--- src/rtl/inst_fetch_axi_pkg.sv ---
// Shared constants and FSM encoding for the AXI4-Lite instruction fetch front end.
package inst_fetch_axi_pkg;

   localparam logic [31:0] NOP_INST      = 32'h0;
   localparam logic [1:0]  AXI_RESP_OKAY = 2'b00;
   localparam logic [2:0]  ARPROT_INST   = 3'b100;

   typedef enum logic [1:0] {
      ST_IDLE = 2'd0,
      ST_ADDR = 2'd1,
      ST_DATA = 2'd2
   } fetch_state_t;

endpackage

--- src/rtl/inst_fetch_axi.sv ---
// Instruction fetch front end: one-entry fetch buffer refilled by a single
// outstanding AXI4-Lite read whenever the requested PC misses the buffer.
module inst_fetch_axi
   import inst_fetch_axi_pkg::*;
#(
   parameter int ADDR_W = 32,
   parameter int DATA_W = 32
) (
   input  logic              clk,
   input  logic              rst,
   input  logic              ce_i,
   input  logic [ADDR_W-1:0] pc_i,
   output logic [DATA_W-1:0] inst_o,
   output logic              stall_req_o,
   output logic              err_o,
   output logic [ADDR_W-1:0] araddr,
   output logic [2:0]        arprot,
   output logic              arvalid,
   input  logic              arready,
   input  logic [DATA_W-1:0] rdata,
   input  logic [1:0]        rresp,
   input  logic              rvalid,
   output logic              rready,
   output logic [1:0]        dbg_state_o
);

   // Handshakes: a beat transfers on the rising edge where valid & ready are
   // both high; once raised, arvalid and araddr hold until that edge, and
   // rready is only raised after the AR beat, so one read is ever in flight.
   fetch_state_t      r_state;
   logic [ADDR_W-1:0] r_araddr;
   logic              r_arvalid;
   logic              r_rready;
   logic              r_err;
   logic [ADDR_W-1:0] r_buf_pc;
   logic [DATA_W-1:0] r_buf_inst;
   logic              r_buf_valid;
   logic              w_hit;

   assign w_hit       = ce_i & r_buf_valid & (r_buf_pc == pc_i);
   assign stall_req_o = ce_i & ~w_hit;
   assign inst_o      = w_hit ? r_buf_inst : DATA_W'(NOP_INST);

   assign araddr      = r_araddr;
   assign arprot      = ARPROT_INST;
   assign arvalid     = r_arvalid;
   assign rready      = r_rready;
   assign err_o       = r_err;
   assign dbg_state_o = r_state;

   always_ff @(posedge clk) begin
      if (rst) begin
         r_state     <= ST_IDLE;
         r_araddr    <= '0;
         r_arvalid   <= 1'b0;
         r_rready    <= 1'b0;
         r_err       <= 1'b0;
         r_buf_pc    <= '0;
         r_buf_inst  <= '0;
         r_buf_valid <= 1'b0;
      end else begin
         r_err <= 1'b0;
         case (r_state)
            ST_IDLE: begin
               if (ce_i && !w_hit) begin
                  r_araddr  <= pc_i;
                  r_arvalid <= 1'b1;
                  r_state   <= ST_ADDR;
               end
            end
            ST_ADDR: begin
               if (r_arvalid && arready) begin
                  r_arvalid <= 1'b0;
                  r_rready  <= 1'b1;
                  r_state   <= ST_DATA;
               end
            end
            ST_DATA: begin
               // The buffer is tagged with the requested PC, not the current
               // pc_i, so a PC change mid-read simply misses afterwards.
               if (rvalid && r_rready) begin
                  r_buf_pc    <= r_araddr;
                  r_buf_valid <= 1'b1;
                  r_buf_inst  <= (rresp == AXI_RESP_OKAY) ? rdata : DATA_W'(NOP_INST);
                  r_err       <= (rresp != AXI_RESP_OKAY);
                  r_rready    <= 1'b0;
                  r_state     <= ST_IDLE;
               end
            end
            default: r_state <= ST_IDLE;
         endcase
      end
   end

endmodule
--- config.mk ---
export PLATFORM = sky130hd
export DESIGN_NAME = inst_fetch_axi
export DESIGN_NICKNAME = d
export VERILOG_FILES = /design/src/rtl/inst_fetch_axi_pkg.sv /design/src/rtl/inst_fetch_axi.sv
export SDC_FILE = /design/constraint.sdc
export NUM_CORES = 1
export LEC_CHECK = 0
export ABC_AREA = 1
export ABC_CLOCK_PERIOD_IN_PS = 2100
export BUFFER_PORTS_ARGS = -buffer_cell sky130_fd_sc_hd__buf_4
export CAP_MARGIN = 20
export CORE_MARGIN = 4
export CORE_UTILIZATION = 35
export CTS_CLUSTER_DIAMETER = 80
export CTS_CLUSTER_SIZE = 8
export DETAILED_ROUTE_END_ITERATION = 16
export GPL_TIMING_DRIVEN = 0
export HOLD_SLACK_MARGIN = 0.08
export PLACE_DENSITY_LB_ADDON = 0.1
export SYNTH_ARGS = -nofsm -noshare
export SYNTH_HDL_FRONTEND = slang
export SYNTH_SLANG_ARGS = --single-unit
--- constraint.sdc ---
create_clock -name clk -period 2.1 [get_ports clk]
set_clock_uncertainty 0.15 [all_clocks]
set_input_delay 0.21 -clock clk [delete_from_list [all_inputs] [get_ports clk]]
set_output_delay 0.21 -clock clk [all_outputs]
set_load 0.05 [all_outputs]
==> After elaboration in Yosys (flattened, before gate mapping) <==
Cells that the tools add are included.
{ "totals": {"in_bits": 71, "ff_bits": 102} }
{ "op_classes": {"n_bitwise": 6, "n_mux": 12, "reduce_logical": 15, "n_eq_ne": 6} }
{ "op_table": {"columns": ["operator", "count"], "rows": [
  ["$mux W32", 2],
  ["$eq A32 B32 Y1", 1],
  ["$reduce_and A3 Y1", 3],
  ["$mux W2", 3],
  ["$ne A2 B2 Y1 const B", 3],
  ["$pmux W2 S3", 1],
  ["$reduce_bool A2 Y1", 3],
  ["$logic_not A2 Y1", 2],
  ["$mux W1", 4],
  ["$pmux W1 S2", 2],
  ["$reduce_and A2 Y1", 2],
  ["$and A1 B1 Y1", 3],
  ["$logic_and A1 B1 Y1", 3],
  ["$not A1 Y1", 3],
  ["$reduce_or A3 Y1", 1],
  ["$eq A2 B1 Y1 const B", 1],
  ["$eq A2 B2 Y1 const B", 1],
  ["$logic_not A1 Y1", 1]
]} }

==> Logic depth before layout (Yosys ltp) <==
{ "depth": {"depth_word": 6, "mapped_depth": 14, "ltp_nobuf": 13} }

==> Worst setup path before layout <==
No wires, ideal clock.
{ "synth_timing": {"path_type": "register to output", "from": "reg r_buf_pc[24]", "to": "out inst_o[11]", "stages_incl_launch_ff": 7, "setup_slack_ps": -555, "n_path_buf": 1, "arrival_time_ps": 2295, "cell_sequence": "dfxtp_1 > xnor2_2 > nand2_1 > nor4_1 > nand2_1 > buf_6 > nor3b_1"} }
{ "synth_between": {"elab_chain_cells": 3} }
{ "synth_rtl": {"columns": ["element", "line", "rtl"], "rows": [
  ["from (decl)", "inst_fetch_axi.sv:35", "logic [ADDR_W-1:0] r_buf_pc;"],
  ["from (signal assigned)", "inst_fetch_axi.sv:82", "r_buf_pc <= r_araddr;"],
  ["$eq A32 B32 Y1", "inst_fetch_axi.sv:40", "assign w_hit = ce_i & r_buf_valid & (r_buf_pc == pc_i);"],
  ["$and A1 B1 Y1", "inst_fetch_axi.sv:40", null],
  ["$mux W32", "inst_fetch_axi.sv:42", "assign inst_o = w_hit ? r_buf_inst : DATA_W'(NOP_INST);"],
  ["to (decl)", "inst_fetch_axi.sv:13", "output logic [DATA_W-1:0] inst_o,"]
]} }
No other way between the ends.

==> Worst setup path after layout <==
{ "layout_timing": {"from": "reg r_buf_pc[8]", "to": "out inst_o[20]"} }
The elaborated chain is that of the path after synthesis.

==> results.json <==
{
  "status": "finished, violations left",
  "violations": "setup timing",
  "synth.distinct_cells": 29,
  "fin_crit_sh_pct": 117.9,
  "pwr_density_cell_nw_per_um2": 590.7,
  "min_path_type": "in -> reg",
  "worstHoldPathCells": 5,
  "cts_tree": "built",
  "grt_usage_pct": 19.70,
  "wl_per_cell_um": 14.40,
  "cts_max_path_buffers": 2,
  "relSlewSlack_pct": 62.24,
  "placed_area_sq_um": 6736,
  "gp_congestion": 0.8565,
  "setup_ws_ps": -375.9,
  "via_per_inst": 4.738,
  "finalSetupTns_ps": -10980,
  "ioPinCount": 144,
  "drive_gt1_share_pct": 27.08,
  "cp-start-kind": "flop",
  "core_area_sq_um": 14530,
  "dieArea_sq_um": 16880,
  "ys_async_sr_fraction_pct": 0,
  "dpl.hpwl_mm": 12.14,
  "hold_viol": 0,
  "cts_made_buffers": 9,
  "synth_ff_type": "dfxtp_1",
  "io_buffers": 139,
  "synth_cells": 767,
  "setup_viol": 33,
  "cts_max_level": 3,
  "max_cap_violations": 0,
  "root_buffer": "clkbuf_16",
  "grt_pass1_vias": 5417,
  "tightest_slew_ps": 564.4,
  "ir_drop_v": 0.0003622,
  "reg2regPathDepth": 13,
  "cts_sinks": 102,
  "min_period_ps": 2476,
  "path_clk_slew_ps": 70,
  "drt-initial-drc-count": 259,
  "ys_ff_latch": 102,
  "rsz0062_at_grt": "yes",
  "synth_warnings": 0,
  "antenna_found_initial": 0,
  "path_max_fanout": 8,
  "initial_core_util_pct": 35.80,
  "fmax_mhz": 403.9,
  "die_x_um": 129.9,
  "clk_latency_ps": 350,
  "finalWirelength_mm": 17.01,
  "avgSynthCellArea_sq_um": 6.783,
  "met2_usage_pct": 33.73,
  "busiest_layer": "met2",
  "design_area_sq_um": 8263,
  "diodes": 0,
  "synth_seq_area_share_pct": 39.25,
  "fin_nets": 1063,
  "grt_util_met3_pct": 2.743,
  "worstPathArrival_ps": 2120,
  "finalMaxSlewViolations": 0,
  "rows": 44,
  "worst-setup-path-type": "reg -> out",
  "grt_max_degree": 17,
  "vias": 5596,
  "syn-cell-area_sq_um": 5202,
  "grtUsageMet1_pct": 25.40,
  "synth_edf_count": 0,
  "drc_errors": 0,
  "critPathRequiredTime_ps": 1740,
  "grt_overflow": 0,
  "whs_ps": 91.47,
  "grt_pass1_wl_mm": 26.42,
  "area_growth_pct": 58.83,
  "first_pass_iters": 5,
  "endpoint_kind": "primary output",
  "dpl_worst_slack_ps": -304.5,
  "final_antenna_net_count": 0,
  "power.leakage_nw": 4.244,
  "die_height_um": 129.9
}
through the flow:
step / power (mW) / util (%) / instances
after global placement: 2.938 / 46.35 / 1091
final: 4.881 / 56.85 / 1181
after floorplan: 2.623 / - / 768
after detailed placement: 2.940 / 46.35 / 1091
after CTS: 4.919 / 55.29 / 1175
after global routing: 5.088 / 56.85 / 1181
final timing paths:
kind	start	end	slack, ps
hold reg to reg	r_buf_valid$_SDFFE_PP0P_	r_buf_valid$_SDFFE_PP0P_	310
hold / removal	pc_i[22]	araddr[22]$_SDFFE_PP0P_	90
setup reg to reg	r_buf_pc[17]$_SDFFE_PP0P_	araddr[16]$_SDFFE_PP0P_	140
setup / recovery	r_buf_pc[8]$_SDFFE_PP0P_	inst_o[20]	-380
synthesized netlist by cell type, drive strengths merged, types with 8 or more instances:
master	n	area, sq um
clkinv	23	86.33
a21oi	36	180.2
nand4	38	237.7
o21ai	69	345.3
nand2	192	720.7
clkbuf	28	105.1
dfxtp	102	2042
nor3b	32	315.3
xnor2	8	77.58
inv	108	405.4
nand3	42	235.2
nor2	58	222.7
buf	20	162.7
cell type report:
type	count	area [sq um]
Buffer	48	375.4
Clock buffer	12	256.5
Clock inverter	4	76.32
Fill cell	1367	6271
Inverter	131	491.7
Multi-Input combinational cell	487	2766
Sequential cell	102	2061
Tap cell	184	230.2
Timing Repair Buffer	213	2006
worst max-delay path, stage by stage, from the launching register on:
cell	delay [ps]
dfxtp_2	360
inv_2	40
nand2_2	60
nand4_1	150
nor4_2	330
nand2_2	100
buf_12	170
buf_16	150
nor3b_4	210
buf_6	190
registers in the layout (all words and copies together) (netlist names):
register,count
araddr,32
r_buf_inst,32
r_buf_pc,32
dbg_state_o,2
arvalid,1
err_o,1
r_buf_valid,1
rready,1
per-layer routing:
layer	share of wire [%]	wire, um
met4	1.7	289
met2	48	8137
met1	45	7585
met3	5.9	999
met5	0	0
cell usage in the layout (no fill, tap or decap), drive strengths merged, types with 3 or more instances in the layout:
master / instances
o21ai: 69
a21oi: 36
clkbuf: 45
nor3b: 32
inv: 109
buf: 169
nand4: 38
dlygate4sd3: 59
clkinv: 23
nor2: 58
xnor2: 8
nand3: 42
conb: 3
dfxtp: 102
nand2: 192
power breakdown:
group          total [mW]  internal, mW  switching (mW)
Clock                1.88          1.12           0.761
Sequential           2.03          2.00          0.0335
Combinational       0.975         0.378           0.597
Total                4.88          3.49            1.39
cell families (layout without fill, tap and decap cells):
group	Yosys count	after routing	share of synthesized area, %
AOI/OAI and AO/OA	108	108	10.53
xor gates and xnor gates	8	8	1.491
buffers and inverters	179	408	14.60
DFF	102	102	39.25
other	2	3	0.1444
and+or+nand+nor	368	368	33.98
what timing repair did:
action                                  CTS  global route
setup buffers                             7             2
hold endpoints to repair                 60             0
pin swaps                                11            37
gates cloned                              2             4
endpoints found under the setup margin   33            98
gates resized for setup                  72            48
hold buffers                             59             0
No activity file was read; power rests on OpenSTA's default activity.
